[src/rtl/accumulator_pkg.sv]
// Shared definitions for the accumulator / accumulator_decoder pair.
//   DEFAULT_WIDTH : data width shared with the upstream accumulator
//   ST_*          : encoding of the 2-entry output buffer states
//   buf_state_e   : typed state enum built on that encoding
package accumulator_pkg;

  localparam int unsigned DEFAULT_WIDTH = 16;

  localparam logic [1:0] ST_EMPTY = 2'd0;
  localparam logic [1:0] ST_ONE   = 2'd1;
  localparam logic [1:0] ST_TWO   = 2'd2;

  typedef enum logic [1:0] {
    StEmpty = ST_EMPTY,
    StOne   = ST_ONE,
    StTwo   = ST_TWO
  } buf_state_e;

endpackage

[src/rtl/accumulator_decoder_if.sv]
// Stream bundle around accumulator_decoder.
//   in_data/in_valid/in_first/in_ready : upstream accumulated-value stream
//   out_data/out_valid/out_ready       : downstream recovered-difference stream
// slave  : the decoder's view; master : the driving environment's view.
interface accumulator_decoder_if
  import accumulator_pkg::*;
#(
  parameter int unsigned WIDTH = DEFAULT_WIDTH
);
  logic [WIDTH-1:0] in_data;
  logic             in_valid;
  logic             in_first;
  logic             in_ready;
  logic [WIDTH-1:0] out_data;
  logic             out_valid;
  logic             out_ready;

  modport slave (
    input  in_data, in_valid, in_first, out_ready,
    output in_ready, out_data, out_valid
  );

  modport master (
    output in_data, in_valid, in_first, out_ready,
    input  in_ready, out_data, out_valid
  );
endinterface

[src/rtl/accumulator_decoder_skid_buffer_2.sv]
// Two-entry valid/ready buffer with a registered upstream ready.
//   clk, reset : clock, synchronous active-high reset
//   i_valid/i_data/o_ready : upstream side (o_ready is a flop)
//   o_valid/o_data/i_ready : downstream side (o_data/o_valid are flops)
// The skid entry absorbs the beat accepted in the cycle before o_ready drops.
module skid_buffer_2
  import accumulator_pkg::*;
#(
  parameter int unsigned WIDTH = DEFAULT_WIDTH
) (
  input  logic             clk,
  input  logic             reset,
  input  logic             i_valid,
  input  logic [WIDTH-1:0] i_data,
  output logic             o_ready,
  output logic             o_valid,
  output logic [WIDTH-1:0] o_data,
  input  logic             i_ready
);

  buf_state_e       r_state;
  logic [WIDTH-1:0] r_out_data;
  logic [WIDTH-1:0] r_skid;
  logic             r_in_ready;

  logic w_accept;
  logic w_pop;

  assign w_accept = i_valid & r_in_ready;
  assign w_pop    = (r_state != StEmpty) & i_ready;

  always_ff @(posedge clk) begin
    if (reset) begin
      r_state    <= StEmpty;
      r_out_data <= '0;
      r_skid     <= '0;
      r_in_ready <= 1'b1;
    end else begin
      unique case (r_state)
        StEmpty: begin
          if (w_accept) begin
            r_state    <= StOne;
            r_out_data <= i_data;
          end
          r_in_ready <= 1'b1;
        end
        StOne: begin
          if (w_accept && !w_pop) begin
            r_state    <= StTwo;
            r_skid     <= i_data;
            r_in_ready <= 1'b0;
          end else if (w_pop && !w_accept) begin
            r_state    <= StEmpty;
            r_in_ready <= 1'b1;
          end else begin
            if (w_accept) r_out_data <= i_data;
            r_in_ready <= 1'b1;
          end
        end
        StTwo: begin
          // r_in_ready is low here, so only a pop can move us.
          if (w_pop) begin
            r_state    <= StOne;
            r_out_data <= r_skid;
            r_in_ready <= 1'b1;
          end
        end
        default: begin
          r_state    <= StEmpty;
          r_in_ready <= 1'b1;
        end
      endcase
    end
  end

  assign o_ready = r_in_ready;
  assign o_valid = (r_state != StEmpty);
  assign o_data  = r_out_data;

endmodule

[src/rtl/accumulator_decoder.sv]
// Recovers increments from a running-sum stream: out = in - previous in (mod 2^WIDTH).
//   clk, reset : clock, synchronous active-high reset
//   bus        : accumulator_decoder_if slave (in_* stream in, out_* stream out)
//   sample_cnt : accepted beats since reset or last in_first, saturating
// in_first zeroes the previous value so the stream can be realigned.
module accumulator_decoder
  import accumulator_pkg::*;
#(
  parameter int unsigned WIDTH = DEFAULT_WIDTH,
  parameter int unsigned CNT_W = 16
) (
  input  logic                  clk,
  input  logic                  reset,
  accumulator_decoder_if.slave  bus,
  output logic [CNT_W-1:0]      sample_cnt
);

  logic [WIDTH-1:0] r_history;
  logic [CNT_W-1:0] r_sample_cnt;

  logic             w_in_ready;
  logic             w_accept;
  logic [WIDTH-1:0] w_prev;
  logic [WIDTH-1:0] w_diff;

  assign w_accept = bus.in_valid & w_in_ready;
  assign w_prev   = bus.in_first ? '0 : r_history;
  assign w_diff   = bus.in_data - w_prev;  // wraps modulo 2^WIDTH

  always_ff @(posedge clk) begin
    if (reset) begin
      r_history    <= '0;
      r_sample_cnt <= '0;
    end else if (w_accept) begin
      r_history <= bus.in_data;
      if (bus.in_first) begin
        r_sample_cnt <= CNT_W'(1);
      end else if (r_sample_cnt != '1) begin
        r_sample_cnt <= r_sample_cnt + CNT_W'(1);
      end
    end
  end

  skid_buffer_2 #(
    .WIDTH (WIDTH)
  ) u_skid (
    .clk     (clk),
    .reset   (reset),
    .i_valid (bus.in_valid),
    .i_data  (w_diff),
    .o_ready (w_in_ready),
    .o_valid (bus.out_valid),
    .o_data  (bus.out_data),
    .i_ready (bus.out_ready)
  );

  assign bus.in_ready = w_in_ready;
  assign sample_cnt   = r_sample_cnt;

endmodule

[src/flat_wrapper.sv]
// flat-port wrapper written by rule: the top's interface ports become plain ports
module accumulator_decoder_flat import accumulator_pkg::*;
#(
  parameter int unsigned WIDTH = DEFAULT_WIDTH,
  parameter int unsigned CNT_W = 16
)
  (clk, reset, sample_cnt, bus_in_data, bus_in_valid, bus_in_first, bus_out_ready, bus_in_ready, bus_out_data, bus_out_valid);
  accumulator_decoder_if #(.WIDTH(WIDTH)) bus_i ();
  input  logic clk;
  input  logic reset;
  output logic [CNT_W-1:0] sample_cnt;
  input wire logic [$bits(bus_i.in_data)-1:0] bus_in_data;
  input wire logic [$bits(bus_i.in_valid)-1:0] bus_in_valid;
  input wire logic [$bits(bus_i.in_first)-1:0] bus_in_first;
  input wire logic [$bits(bus_i.out_ready)-1:0] bus_out_ready;
  output wire logic [$bits(bus_i.in_ready)-1:0] bus_in_ready;
  output wire logic [$bits(bus_i.out_data)-1:0] bus_out_data;
  output wire logic [$bits(bus_i.out_valid)-1:0] bus_out_valid;
  assign bus_i.in_data = bus_in_data;
  assign bus_i.in_valid = bus_in_valid;
  assign bus_i.in_first = bus_in_first;
  assign bus_i.out_ready = bus_out_ready;
  assign bus_in_ready = bus_i.in_ready;
  assign bus_out_data = bus_i.out_data;
  assign bus_out_valid = bus_i.out_valid;
  accumulator_decoder #(.WIDTH(WIDTH), .CNT_W(CNT_W)) u_core (.clk(clk), .reset(reset), .bus(bus_i), .sample_cnt(sample_cnt));
endmodule
[config.mk]
export PLATFORM = sky130hd
export DESIGN_NAME = accumulator_decoder_flat
export DESIGN_NICKNAME = d
export VERILOG_FILES = /design/src/rtl/accumulator_pkg.sv /design/src/rtl/accumulator_decoder_if.sv /design/src/rtl/accumulator_decoder_skid_buffer_2.sv /design/src/rtl/accumulator_decoder.sv /design/src/flat_wrapper.sv
export SDC_FILE = /design/constraint.sdc
export NUM_CORES = 1
export LEC_CHECK = 0
export BUFFER_PORTS_ARGS = -buffer_cell sky130_fd_sc_hd__buf_2
export CORE_MARGIN = 2
export CORE_UTILIZATION = 50
export DETAILED_ROUTE_END_ITERATION = 8
export PLACE_DENSITY = 0.72
export SLEW_MARGIN = 15
export SYNTH_ARGS = -nofsm -noshare
export SYNTH_HDL_FRONTEND = slang
export SYNTH_SLANG_ARGS = --single-unit
[constraint.sdc]
create_clock -name clk -period 3.15 [get_ports clk]
set_input_delay 0.315 -clock clk [delete_from_list [all_inputs] [get_ports clk]]
set_output_delay 0.315 -clock clk [all_outputs]
set_load 0.03 [all_outputs]
After elaboration in Yosys (flattened, before gate mapping)
Cells that the tools add are included.
- output and inout port bits: 34
- input bits: 21
- logic and storage cells: 46
- register bits: 67
- equal/unequal tests: 8
- add/subtract/negate cells: 2
- muxes and demuxes: 16
- bitwise gates (word level): 2
- reduce and logical (&&, ||, !) cells: 12
- operators by type and width (cell ; number):
    2-to-1 mux 16 bit ; 7
    case mux 16 bit (3 select lines) ; 1
    adder 16 x 1 -> 16 bit, second input constant ; 1
    inequality test 16 bit, second input constant ; 1
    subtractor 16 bit ; 1
    2-to-1 mux 2 bit ; 4
    inequality test 2 bit, second input constant ; 4
    case mux 2 bit (3 select lines) ; 1
    AND reduction 2 bit ; 2
    AND reduction 4 bit ; 1
    nonzero test 2 bit ; 2
    inequality test 3 bit, second input constant ; 1
    AND reduction 3 bit ; 1
    nonzero test 3 bit ; 1
    AND 1 bit ; 2
    == test 2 x 1 -> 1 bit, second input constant ; 1
    == test 2 bit, second input constant ; 1
    logical AND 1 bit ; 2
    zero test 1 bit ; 2
    zero test 2 bit ; 1
    2-to-1 mux 1 bit ; 2
    case mux 1 bit (2 select lines) ; 1

Logic depth before layout (Yosys ltp)
- depth after elaboration: 6
- mapped depth: 13
- gate-level depth less buffers: 12

Cells and area by module
Synthesis repeated with hierarchy kept, for this count alone.
- cell total of the unflattened synthesis: 476
- area, all modules: 3958.8 µm²
- modules (own cells, without submodules) (module ; area an instance (µm²) ; sequential area each (µm²) ; cells an instance ; instances):
    accumulator_decoder ; 2321.0 ; 640.6 ; 303 ; 1
    skid_buffer_2 ; 1637.8 ; 700.7 ; 173 ; 1

Least setup slack after synthesis
Ideal clock, no wire load.
- kind: input-to-reg
- start: input port bus_in_first
- end: register u_core.u_skid.r_out_data[9], in the netlist u_core.u_skid.o_data[9]
- buffers on the path: 2
- arrival time: 2765 ps
- setup slack: 299 ps
- data required time: 3064 ps
- library setup time: 86 ps
- stages: 12
- cell sequence: clkbuf_1 -> clkbuf_1 -> nand2b_1 -> ha_1 -> nor2b_1 -> o31a_1 -> or4_1 -> a31o_2 -> a21oi_1 -> xnor2_1 -> nand2_1 -> a211oi_1
- cells in the longest elaborated chain, start to end: 6
- RTL lines (what ; RTL line ; source):
    start, declared ; flat_wrapper.sv:14 ; input wire logic [$bits(bus_i.in_first)-1:0] bus_in_first;
    2-to-1 mux 16 bit (*) ; accumulator_decoder.sv:27 ; assign w_prev = bus.in_first ? '0 : r_history;
    subtractor 16 bit (*) ; accumulator_decoder.sv:28 ; assign w_diff = bus.in_data - w_prev;
    2-to-1 mux 16 bit (*) ; accumulator_decoder_skid_buffer_2.sv:41, accumulator_decoder_skid_buffer_2.sv:56 ;
    2-to-1 mux 16 bit ; accumulator_decoder_skid_buffer_2.sv:52 ; end else if (w_pop && !w_accept) begin
    2-to-1 mux 16 bit ; accumulator_decoder_skid_buffer_2.sv:48 ; if (w_accept && !w_pop) begin
    case mux 16 bit (3 select lines) (*) ; accumulator_decoder_skid_buffer_2.sv:39 ; unique case (r_state)
    end signal, assigned ; accumulator_decoder_skid_buffer_2.sv:43 ; r_out_data <= i_data;
    end signal, assigned ; accumulator_decoder_skid_buffer_2.sv:56 ; if (w_accept) r_out_data <= i_data;
    end signal, assigned ; accumulator_decoder_skid_buffer_2.sv:64 ; r_out_data <= r_skid;
    end, declared ; accumulator_decoder_skid_buffer_2.sv:22 ; logic [WIDTH-1:0] r_out_data;
Every way passes the cells marked *; elsewhere a longest branch is shown, timed or not. The select of a mux whose other input is x is not followed.
A chain may end at the register's enable or synchronous reset.

Worst setup path in the final report
- start: register u_core.r_history[0]
- end: register u_core.u_skid.r_out_data[14], in the netlist u_core.u_skid.o_data[14]
- cells in the longest elaborated chain, start to end: 6
- RTL lines (what ; RTL line ; source):
    start, declared ; accumulator_decoder.sv:18 ; logic [WIDTH-1:0] r_history;
    start signal, assigned ; accumulator_decoder.sv:35 ; r_history <= bus.in_data;
    2-to-1 mux 16 bit (*) ; accumulator_decoder.sv:27 ;
    subtractor 16 bit (*) ; accumulator_decoder.sv:28 ;
    2-to-1 mux 16 bit (*) ; accumulator_decoder_skid_buffer_2.sv:41, accumulator_decoder_skid_buffer_2.sv:56 ;
    2-to-1 mux 16 bit ; accumulator_decoder_skid_buffer_2.sv:52 ;
    2-to-1 mux 16 bit ; accumulator_decoder_skid_buffer_2.sv:48 ;
    case mux 16 bit (3 select lines) (*) ; accumulator_decoder_skid_buffer_2.sv:39 ;
Marked as above.

==> summary.md <==
| Metric | Value |
|---|---|
| Element type at the critical path end | `flop` |
| Final setup viols | `0` |
| Layout area overhead | `15.1%` |
| Final period util | `86.5%` |
| Yosys warns | `0` |
| First-pass DRT Iterations | `4` |
| Most common cell after layout, fill and taps aside | `nand2_1` |
| Hold Crit Start | `bus_in_data[0]` |
| PortBufs | `54` |
| Post-synth ARST share | `0%` |
| Cts hold-fix bufs | `0` |
| Worst reg-to-reg path cell count | `12` |
| First-pass GRT wire length | `13400 µm` |
| Required time worst endpoint | `3420 ps` |
| Maximum capacitance violations | `0` |
| Clock sink total | `67` |
| TritonCTS clock tree | `built` |
| Number of global-route vias before repair | `2780` |
| Largest cells by area after synthesis | `dfxtp_1, nand2_1, a21oi_1` |
| Core area | `6790 µm²` |
| Status | `finished, final reports clean` |
| # DRC | `0` |
| Crit path from | `u_core.r_history[0]` |
| Reg-to-reg startpoint | `u_core.r_history[0]` |
| Total wire length | `8070 µm` |
| Sequential area share after synthesis | `38.2%` |
| Initial antenna violation count | `0` |
| PostCTS Resize Cnt | `0` |
| Worst-path clk slew | `80 ps` |
| Via Count | `3190` |
| Die X | `87.8 µm` |
| Post-Syn Instances | `446` |
| EDFF count, synth | `0` |
| Clk_lat worst skew | `350 ps` |
| Hold Crit Depth | `3` |
| Root buf cell | `clkbuf_8` |
| Max Slew Vio Count | `0` |
| H-tree depth | `3` |
| Cell area after synthesis | `3510 µm²` |
| GP Congestion | `0.884` |
| Most used flip-flop cell after synthesis | `dfxtp_1` |
| Worst slew pin tran | `1010 ps` |
| Clk buf depth | `2` |
| Period minus WS final | `2730 ps` |
| Routed length per instance | `13.6 µm` |
| Peak supply drop | `0.000264 V` |
| Vias per inst | `5.39` |
| Distinct cell type count after synthesis | `47` |
| CTS Buf Count | `9` |
| Placed Instance Area | `3830 µm²` |
| Synth top area share | `38.2%` |
| Post-Syn Area per Cell | `7.86 µm²` |
| Antenna Cells | `0` |
| F_max | `0.367 GHz` |
| Post-detail-place hpwl | `5800 µm` |
| Share of cells above drive strength 1 | `16.7%` |
| Gr usage total | `22.2%` |
| Die footprint | `7700 µm²` |
| Final setup TNS | `0 ps` |
| Minimum hold slack | `215 ps` |
| RSZ-0062 raised after global routing | `no` |
| Remaining Overflow, GRT | `0` |
| Post-synth top area cell | `dfxtp_1` |
| Post-CTS Repair Setup Buffers | `0` |
| #FFs+latches synth | `67` |
| Syn nets | `487` |
| ANT nets after route | `0` |
| Ports | `55` |
| Largest net degree at the start of global routing | `51` |
| Worst Setup Start Kind | `flop` |
| Crit Path Max Fanout | `3` |
| Fin. Hold Viols | `0` |
| Hold crit path type | `input port to flop` |
| Setup CP Type | `flop to flop` |
| Most frequent cells in the layout | `nand2_1, dfxtp_1, buf_2` |
| First DRT Iteration DRCs | `191` |
| Standard-cell rows | `30` |
| Starting Density | `51.6%` |
| Lkg Pwr | `1.68 nW` |
| PD cells | `527 nW/µm²` |
| Worst Path Arrival | `3000 ps` |
| Fillers | `633` |
| Nets | `532` |
| Die H | `87.8 µm` |
| Post-route cell area | `4040 µm²` |
| Post-layout util | `59.4%` |
| Skew final | `11.2 ps` |
| Slew headroom | `32.6%` |
==> synthesized netlist by cell type (all sizes together), types with 10 or more instances <==
cell type,n
a21oi,50
ha,19
xor2,11
nand2b,16
dfxtp,67
nor2,50
xnor2,14
clkbuf,21
a211oi,10
nand2,92
nand3,12
==> layout make-up <==
cell class	instances	area, µm²	area share [%]
clock buffer	10	138	3.41
clock inverter	6	65.1	1.61
inverter	6	22.5	0.558
multi-input combinational	350	2060	50.9
tap	96	120	2.98
timing repair buffer	57	293	7.26
sequential	67	1340	33.2
==> sequential cells by signal (all words and copies together), names as in the netlist <==
name,cells
u_core.r_history,16
u_core.sample_cnt,16
u_core.u_skid.o_data,16
u_core.u_skid.o_ready,1
u_core.u_skid.r_skid,16
u_core.u_skid.r_state,2
==> kinds of logic after synthesis <==
kind of cell	count (synthesis)	share of synthesized area [%]
simple gates	204	26.2
compound gates	101	18.9
flops	67	38.2
buf+inv	29	3.14
xor+xnor	25	6.24
fa+ha+maj	20	7.35
==> power by group <==
part / switching, mW / internal, mW / total (mW)
registers: 0.0311 / 0.905 / 0.936
logic: 0.299 / 0.164 / 0.463
clock network: 0.341 / 0.387 / 0.727
total: 0.671 / 1.46 / 2.13
==> critical path, cell delays in order (launching register included) <==
cell	delay [ps]
dfxtp_1	340
nor2b_1	130
ha_1	170
inv_1	50
fa_1	390
a21oi_1	180
nor2_1	90
o311ai_2	290
a31oi_1	210
o221a_2	300
a21oi_1	220
nand3_1	100
a31oi_1	160
==> worst paths after layout <==
check	end	slack (ps)
max reg2reg	u_core.u_skid.o_data[14]	420
min	u_core.r_history[0]	210
min reg2reg	u_core.u_skid.o_data[10]	450
max	u_core.u_skid.o_data[14]	420
==> through the flow <==
| step | cells | setup slack, ps | total power, mW |
|---|---|---|---|
| 2_1_floorplan | 446 | 299 | 1.29 |
| 3_3_place_gp | 576 | 296 | 1.40 |
| 3_5_place_dp | 576 | 250 | 1.42 |
| 4_1_cts | 592 | 440 | 2.14 |
| 5_1_grt | 592 | 199 | 2.23 |
| 6_report | 592 | 425 | 2.13 |
==> routing by layer <==
| layer | up-vias | global-route usage, % | share of wire [%] |
|---|---|---|---|
| met5 | - | 0 | 0 |
| li1 | 1623 | - | - |
| met3 | 7 | 4.62 | 4.3 |
| met1 | 1485 | 34.7 | 53 |
| met2 | 75 | 30.0 | 42 |
| met4 | 0 | 7.41 | 1.1 |
(Power assumes the default switching activity.)
